$ cat src/rtl/fmul_share_arbiter.sv
// rtl/fmul_share_arbiter.sv - round-robin sharing of one pipelined float multiplier between two requesters
module fmul_share_arbiter #(
  parameter int LAT = 3
) (
  input  logic        clk,
  input  logic        clrn,
  input  logic        req0_valid,
  input  logic [31:0] req0_a,
  input  logic [31:0] req0_b,
  input  logic [1:0]  req0_rm,
  output logic        req0_ready,
  input  logic        req1_valid,
  input  logic [31:0] req1_a,
  input  logic [31:0] req1_b,
  input  logic [1:0]  req1_rm,
  output logic        req1_ready,
  output logic        rsp0_valid,
  input  logic        rsp0_ready,
  output logic        rsp1_valid,
  input  logic        rsp1_ready,
  output logic [31:0] rsp_s,
  output logic [31:0] mul_a,
  output logic [31:0] mul_b,
  output logic [1:0]  mul_rm,
  output logic        mul_e,
  input  logic [31:0] mul_s,
  output logic        busy
);

  // Owner tags travel alongside the multiplier stages; index LAT-1 lines up with mul_s.
  logic [LAT-1:0] tag_v;
  logic [LAT-1:0] tag_id;
  logic           rr;

  logic head_v;
  logic head_id;
  logic head_rdy;
  logic gnt_any;
  logic gnt_id;

  assign head_v  = tag_v[LAT-1];
  assign head_id = tag_id[LAT-1];
  assign rsp_s   = mul_s;

  always_comb begin
    head_rdy   = head_id ? rsp1_ready : rsp0_ready;
    mul_e      = 1'b1;
    gnt_any    = 1'b0;
    gnt_id     = 1'b0;
    mul_a      = 32'd0;
    mul_b      = 32'd0;
    mul_rm     = 2'd0;
    // The whole pipeline freezes only when a real result sits at the head unclaimed.
    if (clrn && head_v && !head_rdy) mul_e = 1'b0;
    if (clrn && mul_e) begin
      if (req0_valid && req1_valid) begin
        gnt_any = 1'b1;
        gnt_id  = rr;
      end else if (req0_valid) begin
        gnt_any = 1'b1;
      end else if (req1_valid) begin
        gnt_any = 1'b1;
        gnt_id  = 1'b1;
      end
    end
    if (gnt_any) begin
      mul_a  = gnt_id ? req1_a  : req0_a;
      mul_b  = gnt_id ? req1_b  : req0_b;
      mul_rm = gnt_id ? req1_rm : req0_rm;
    end
    req0_ready = gnt_any && !gnt_id;
    req1_ready = gnt_any && gnt_id;
    rsp0_valid = clrn && head_v && !head_id;
    rsp1_valid = clrn && head_v && head_id;
    busy       = clrn && (|tag_v);
  end

  always_ff @(posedge clk) begin
    if (!clrn) begin
      tag_v  <= '0;
      tag_id <= '0;
      rr     <= 1'b0;
    end else if (mul_e) begin
      for (int i = LAT - 1; i > 0; i--) begin
        tag_v[i]  <= tag_v[i-1];
        tag_id[i] <= tag_id[i-1];
      end
      tag_v[0]  <= gnt_any;
      tag_id[0] <= gnt_id;
      if (gnt_any) rr <= ~gnt_id;
    end
  end

endmodule

$ cat config.mk
export PLATFORM = sky130hd
export DESIGN_NAME = fmul_share_arbiter
export DESIGN_NICKNAME = d
export VERILOG_FILES = /design/src/rtl/fmul_share_arbiter.sv
export SDC_FILE = /design/constraint.sdc
export NUM_CORES = 1
export LEC_CHECK = 0
export ABC_AREA = 1
export ABC_CLOCK_PERIOD_IN_PS = 1600
export BUFFER_PORTS_ARGS = -buffer_cell sky130_fd_sc_hd__buf_2
export CORE_AREA = 5 5 104 106
export DETAILED_ROUTE_END_ITERATION = 8
export DIE_AREA = 0 0 109 111
export PLACE_DENSITY_LB_ADDON = 0.1
export SETUP_SLACK_MARGIN = 0.5
export SYNTH_ARGS = -nofsm -noshare
export SYNTH_HDL_FRONTEND = slang
export SYNTH_SLANG_ARGS = --single-unit
export TNS_END_PERCENT = 5
$ cat constraint.sdc
create_clock -name clk -period 1.6 [get_ports clk]
set_input_delay 0.24 -clock clk [delete_from_list [all_inputs] [get_ports clk]]
set_output_delay 0.24 -clock clk [all_outputs]
set_load 0.01 [all_outputs]
==> results of run 1 <==
==> power by group through the flow <==
| stage | clock (W) | sequential [W] | combinational [W] |
|---|---|---|---|
| floorplan | 0 | 0.000194 | 0.000400 |
| global placement | 0 | 0.000195 | 0.000665 |
| detailed placement | 0 | 0.000195 | 0.000660 |
| CTS | 0.000262 | 0.000193 | 0.000673 |
| global route | 0.000273 | 0.000195 | 0.000867 |
| finish | 0.000249 | 0.000193 | 0.000785 |
==> kinds of logic after synthesis <==
| kind of cell | after synthesis |
|---|---|
| AO/OA/AOI/OAI | 10 |
| buffers and inverters | 60 |
| flip-flops | 7 |
| AND/OR/NAND/NOR | 214 |
==> cell usage in the layout, fill, tap and decap left out <==
cell type	instances
buf_4	4
o22ai_1	2
nand3_4	2
inv_1	9
dfxtp_2	3
nand2_2	38
a22oi_1	1
nand4_4	1
o21ai_1	3
inv_4	1
nand3_1	1
buf_6	13
nand2_1	157
nor2_1	8
dfxtp_1	4
or2_2	1
inv_2	2
nand4_1	1
buf_2	198
clkbuf_16	6
o21ai_0	3
clkbuf_8	3
nand2_4	3
nor2_4	1
nor2_2	1
buf_12	6
clkbuf_1	1
clkinv_8	2
a21oi_1	1
==> cell type report <==
class | instances | area (sq um) | share of cell area (%)
Sequential cell | 7 | 144 | 4.94
Multi-Input combinational cell | 224 | 1040 | 35.6
Timing Repair Buffer | 227 | 1440 | 49.4
Clock buffer | 4 | 45.0 | 1.55
Tap cell | 133 | 166 | 5.72
Inverter | 14 | 80.1 | 2.75
==> through the flow <==
stage / setup slack (ns) / TNS [ns] / std cells
floorplan: 0.253 / 0 / 291
global placement: 0.0850 / 0 / 597
detailed placement: 0.0827 / 0 / 597
CTS: -0.104 / -4.96 / 601
global route: -0.197 / -11.26 / 609
finish: -0.0838 / -3.77 / 609
==> per-layer routing <==
layer  up-vias  track usage, %  wire (um)
li1       1208               -          -
met1       971            10.1       2800
met2       127            19.6       4080
met3        18            2.56        656
met4         0            3.28        153
met5         -               0          0
==> timing repair <==
| action | CTS | global route |
|---|---|---|
| buffers inserted | 0 | 1 |
| cloned | 0 | 7 |
| hold buffers | 0 | 0 |
| pin swaps | 2 | 3 |
| endpoints found under the setup margin | 73 | 73 |
| resized for setup | 12 | 53 |
==> state kept, by name (all words and copies together), names as in the netlist <==
register / count
rr: 1
tag_id: 3
tag_v: 3
==> path summary, 6_finish.rpt <==
| path | end | start | depth (start not counted) |
|---|---|---|---|
| worst max register to register | rr | tag_v[2] | 7 |
| worst min register to register | rr | rr | 2 |
| worst min-delay path | rr | clrn | 4 |
| worst max-delay path | mul_b[6] | tag_v[2] | 9 |
==> worst register-to-register path, delay by kind of cell (launching register included) <==
kind                   cells  cell delay [ns]
DFF                        1             0.33
and+or+nand+nor            4             0.32
AOI/OAI and AO/OA          1             0.11
buffers and inverters      2             0.24
==> results.sh, run 1 <==
export IMPL_run_status="finished with violations"
export IMPL_post_synth_xor_area_fraction_pct=0
export IMPL_place_congestion=0.754
export IMPL_placeableCoreArea_sq_mm=0.00968
export IMPL_crit_path_max_fanout=11
export IMPL_total_number_of_h_tree_levels=1
export IMPL_fp_dieH_um=111
export IMPL_synth_avg_cell_area_sq_um=5.23
export IMPL_grt_overflow=0
export IMPL_min_period_ns=1.68
export IMPL_post_synth_edffs=0
export IMPL_vias=2324
export IMPL_routed_wire_length_per_instance_um=12.6
export IMPL_core_rowCount=36
export IMPL_maximum_number_of_pins_on_one_net_before_global_route_repair=27
export IMPL_place_detailed_hpwl_um=5770
export IMPL_syn2layout_area_growth_pct=91.3
export IMPL_cp_data_arrival_time_ns=1.44
export IMPL_clock_tree_buffer_depth=2
export IMPL_grt_antenna_before_repair=0
export IMPL_synth_top_area_share_pct=48.4
export IMPL_synth_simple_area_share_pct=57.1
export IMPL_fillers=1110
export IMPL_detailedRoute_firstIterationViolations=77
export IMPL_synth_ff_latch_count=7
export IMPL_worst_slew_pin_transition_ns=0.137
export IMPL_yosys_top_cells_count="nand2_1 (196), buf_4 (32), buf_6 (13)"
export IMPL_critPathBufInv=4
export IMPL_cellLeakagePower_nw=1.85
export IMPL_drt_wl_total_um=7690
export IMPL_critPathRequiredTime_ns=1.36
export IMPL_max_vdd_ir_drop_uv=378
export IMPL_final_cell_area_sq_mm=0.00291
export IMPL_yosys_area_top_type="nand2_1"
export IMPL_synthMuxAreaShare_pct=0
export IMPL_drc=0
export IMPL_cts_made_buffers=3
export IMPL_power_per_cell_area_mw_per_mm2=422
export IMPL_cts_sinks=7
export IMPL_insertion_delay_ns=0.23
export IMPL_finalHoldWorstSlack_ns=0.444
export IMPL_clk_pin_slew_ns=0.04
export IMPL_firstDrtPassIters=4
export IMPL_synth_ff_type="dfxtp_1"
export IMPL_synth_area_top_cells="nand2_1 (48%), buf_4 (16%), buf_6 (9.6%)"
export IMPL_syn_inst=291
export IMPL_fmax_mhz=594
export IMPL_grt_pass1_vias=2175
export IMPL_crit_path_start_kind="register"
export IMPL_mappedNetlistArea_sq_mm=0.00152
export IMPL_n_antenna_cell=0
export IMPL_overall_power_w=0.00123
export IMPL_critPathKind="register to primary output"
export IMPL_final_antenna_net_count=0
export IMPL_synth_fa_ha_area_share_pct=0
export IMPL_final_hold_violation_count=0
export IMPL_synth_compound_gate_area_share_pct=3.62
export IMPL_layout_worst_path_cycle_share_pct=105
export IMPL_power_frac_comb_pct=64.0
export IMPL_chipWidth_um=109
export IMPL_synth_nets=461
export IMPL_failed_checks="negative setup slack"
export IMPL_maxSlewViolCount=0
export IMPL_drive_gt1_share_pct=59.9
export IMPL_power_share_switching_pct=38.2
export IMPL_final_setup_worst_slack_ns=-0.0838
export IMPL_synth_top_family_by_area="simple AND/OR/NAND/NOR gates"
export IMPL_synth_most_common_cell="nand2_1"
export IMPL_floorplan_initialDensity_pct=15.7
export IMPL_setup_viol_count_final=66
export IMPL_tritoncts="done"
export IMPL_num_nets_final=647
export IMPL_skew_ns=0.00456
export IMPL_switching_power_w=0.000469
export IMPL_path_cells="nand2_4 -> inv_2 -> nand3_4 -> nand4_4 -> clkinv_8 -> clkbuf_16 -> nand2_1 -> nand2_1 -> buf_2"
export IMPL_netlist_cell_type_count=21
export IMPL_dieArea_sq_mm=0.0121
export IMPL_share_of_total_power_in_the_clock_network_pct=20.3
export IMPL_grt_setup_unrepaired="true"
export IMPL_grt_first_pass_wirelength_um=10000
export IMPL_synth_async_sr_flop_share_pct=0
export IMPL_critical_path_top_delay_family="buffers and inverters"
export IMPL_ys_seq_area_share_pct=9.21
export IMPL_crit_path_max_incr_delay_ns=0.33
export IMPL_yosysWarnings=0
export IMPL_track_usage_pct=10.1
export IMPL_end_kind="primary output"
export IMPL_final_core_utilization_pct=30.1
export IMPL_cp_slowest_cell="dfxtp_2"
export IMPL_viasPerCell=3.82
export IMPL_timing_slew_headroom_pct=90.7
export IMPL_cellInternalPower_w=0.000759
export IMPL_max_cap_violations=0
export IMPL_clock_tree_root_cell="clkbuf_8"
export IMPL_port_buffers=209
export IMPL_critical_path_most_common_cell="nand2_1"
export IMPL_placed_area_sq_mm=0.00248
export IMPL_hold_path_class="input pin to register"
export IMPL_io_pin_count=274
export IMPL_power_frac_seq_pct=15.8
export IMPL_worst_r2r_setup_slack_ns=0.55
Power figures use the tool's default switching activity.
==> inputs of run 2 (changes only) <==
--- a/config.mk
+++ b/config.mk
@@ -6,7 +6,7 @@
 export NUM_CORES = 1
 export LEC_CHECK = 0
 export ABC_AREA = 1
-export ABC_CLOCK_PERIOD_IN_PS = 1600
+export ABC_CLOCK_PERIOD_IN_PS = 1500
 export BUFFER_PORTS_ARGS = -buffer_cell sky130_fd_sc_hd__buf_2
 export CORE_AREA = 5 5 104 106
 export DETAILED_ROUTE_END_ITERATION = 8
==> constraint.sdc (replaced) <==
create_clock -name clk -period 1.5 [get_ports clk]
set_input_delay 0.225 -clock clk [delete_from_list [all_inputs] [get_ports clk]]
set_output_delay 0.225 -clock clk [all_outputs]
set_load 0.01 [all_outputs]
==> results.sh, run 2 (synthesized netlist as in run 1, its figures left out) <==
export IMPL_run_status="finished with violations"
export IMPL_failed_checks="negative setup slack"
export IMPL_viasPerCell=3.77
export IMPL_total_number_of_h_tree_levels=1
export IMPL_cts_sinks=7
export IMPL_timing_slew_headroom_pct=83.5
export IMPL_fmax_mhz=575
export IMPL_r2r_cells=8
export IMPL_insertion_delay_ns=0.23
export IMPL_dpl_worst_slack_ns=-0.199
export IMPL_hold_path_class="input pin to register"
export IMPL_syn2layout_area_growth_pct=76.0
export IMPL_n_antenna_cell=0
export IMPL_port_buffers=209
export IMPL_grt_setup_unrepaired="true"
export IMPL_detailedRoute_firstIterationViolations=77
export IMPL_fp_dieH_um=111
export IMPL_placedCellCount=601
export IMPL_cp_data_arrival_time_ns=1.52
export IMPL_biggest_regs="tag_id: 3 flops, tag_v: 3 flops, rr: 1 flops"
export IMPL_routed_wire_length_per_instance_um=11.8
export IMPL_vias=2290
export IMPL_max_cap_violations=0
export IMPL_layout_worst_path_cycle_share_pct=116
export IMPL_place_detailed_hpwl_um=5860
export IMPL_cellLeakagePower_nw=1.78
export IMPL_maximum_number_of_pins_on_one_net_before_global_route_repair=64
export IMPL_layout_cells_most_common_list="buf_2 (203), nand2_1 (190), inv_1 (9), buf_6 (9)"
export IMPL_final_core_utilization_pct=27.6
export IMPL_tritoncts="done"
export IMPL_crit_path_max_incr_delay_ns=0.35
export IMPL_end_kind="primary output"
export IMPL_track_usage_pct=10.2
export IMPL_firstDrtPassIters=4
export IMPL_setup_viol_count_final=68
export IMPL_drt_wl_total_um=7130
export IMPL_critPathRequiredTime_ns=1.27
export IMPL_mostFrequentLayoutCell="buf_2"
export IMPL_drc=0
export IMPL_clock_tree_buffer_depth=2
export IMPL_grt_pass1_vias=2189
export IMPL_dieArea_sq_mm=0.0121
export IMPL_skew_ns=0.00106
export IMPL_grt_overflow=0
export IMPL_clk_pin_slew_ns=0.04
export IMPL_critPathKind="register to primary output"
export IMPL_cells_on_worst_hold_path=4
export IMPL_layoutNonFillerInstCount=607
export IMPL_drive_gt1_share_pct=52.7
export IMPL_chipWidth_um=109
export IMPL_core_rowCount=36
export IMPL_worst_slew_pin_transition_ns=0.248
export IMPL_placeableCoreArea_sq_mm=0.00968
export IMPL_path_cells="inv_2 -> nand2_2 -> nand3_4 -> nand4_2 -> bufinv_16 -> nand2_1 -> nand2_1 -> buf_2"
export IMPL_crit_path_max_fanout=63
export IMPL_setup_total_negative_slack_ns=-14.04
export IMPL_final_setup_worst_slack_ns=-0.240
export IMPL_min_period_ns=1.74
export IMPL_final_antenna_net_count=0
export IMPL_grt_first_pass_wirelength_um=10100
export IMPL_io_pin_count=274
export IMPL_cp_slowest_cell="bufinv_16"
export IMPL_maxSlewViolCount=0
export IMPL_power_per_cell_area_mw_per_mm2=451
export IMPL_cts_made_buffers=3
export IMPL_final_hold_violation_count=0
export IMPL_place_congestion=0.781
export IMPL_num_nets_final=645
export IMPL_critical_path_most_common_cell="nand2_1"
export IMPL_clock_tree_root_cell="clkbuf_8"
export IMPL_finalHoldWorstSlack_ns=0.361
export IMPL_grt_antenna_before_repair=0
export IMPL_floorplan_initialDensity_pct=15.7
export IMPL_crit_path_start_kind="register"
export IMPL_max_vdd_ir_drop_uv=445
[run 2: cell count changes in the layout (fill, tap and decap cells not counted), sizes merged]
| cell | before | now |
|---|---|---|
| clkbuf | 10 | 6 |
| buf | 221 | 223 |
| clkinv | 2 | 0 |
| bufinv | 0 | 1 |
| inv | 12 | 13 |
[run 2: worst paths after layout]
check	startpoint	endpoint	slack, ns
worst min-delay path	req1_valid	rr	0.36
worst max register to register	tag_id[2]	tag_v[1]	0.31
worst max-delay path	tag_id[2]	mul_b[27]	-0.24
worst min register to register	rr	rr	0.45
[run 2: cell type report]
type / instances / area [sq um]
Fill cell: 1109 / 7010
Timing Repair Buffer: 225 / 1290
Multi-Input combinational cell: 224 / 946
Tap cell: 133 / 166
Sequential cell: 7 / 144
Inverter: 14 / 88.8
Clock buffer: 4 / 45.0
[run 2: metal layers]
metal  vias to the layer above  part of all wire [%]  GRT usage (%)
met5                         -                     0              0
met4                         0                   1.9           2.69
li1                       1204                     -              -
met1                       940                    35           9.76
met2                       128                    52           20.6
met3                        18                    11           2.62
[run 2: per-stage QoR]
step / cell area [sq um] / power (W)
final: 2680 / 0.00121
after global routing: 2680 / 0.00130
after global placement: 2480 / 0.000906
after detailed placement: 2480 / 0.000902
after CTS: 2600 / 0.00121
after floorplan: 1540 / 0.000637
[run 2: timing repair]
item | in CTS | in global routing
setup endpoints to repair | 78 | 79
pin swaps | 4 | 6
gates cloned | 0 | 2
hold buffers | 0 | 0
gates resized for setup | 16 | 8
buffers inserted | 0 | 0
[run 2: power breakdown]
part,internal [W],switching (W)
clock network,0.000184,0.0000819
registers,0.000200,0.00000712
logic,0.000366,0.000369
[run 2: critical path: cells and delay by family (launching register included)]
| kind | cells | cell delay, ns |
|---|---|---|
| buffers and inverters | 3 | 0.54 |
| DFF | 1 | 0.33 |
| and+or+nand+nor | 5 | 0.39 |
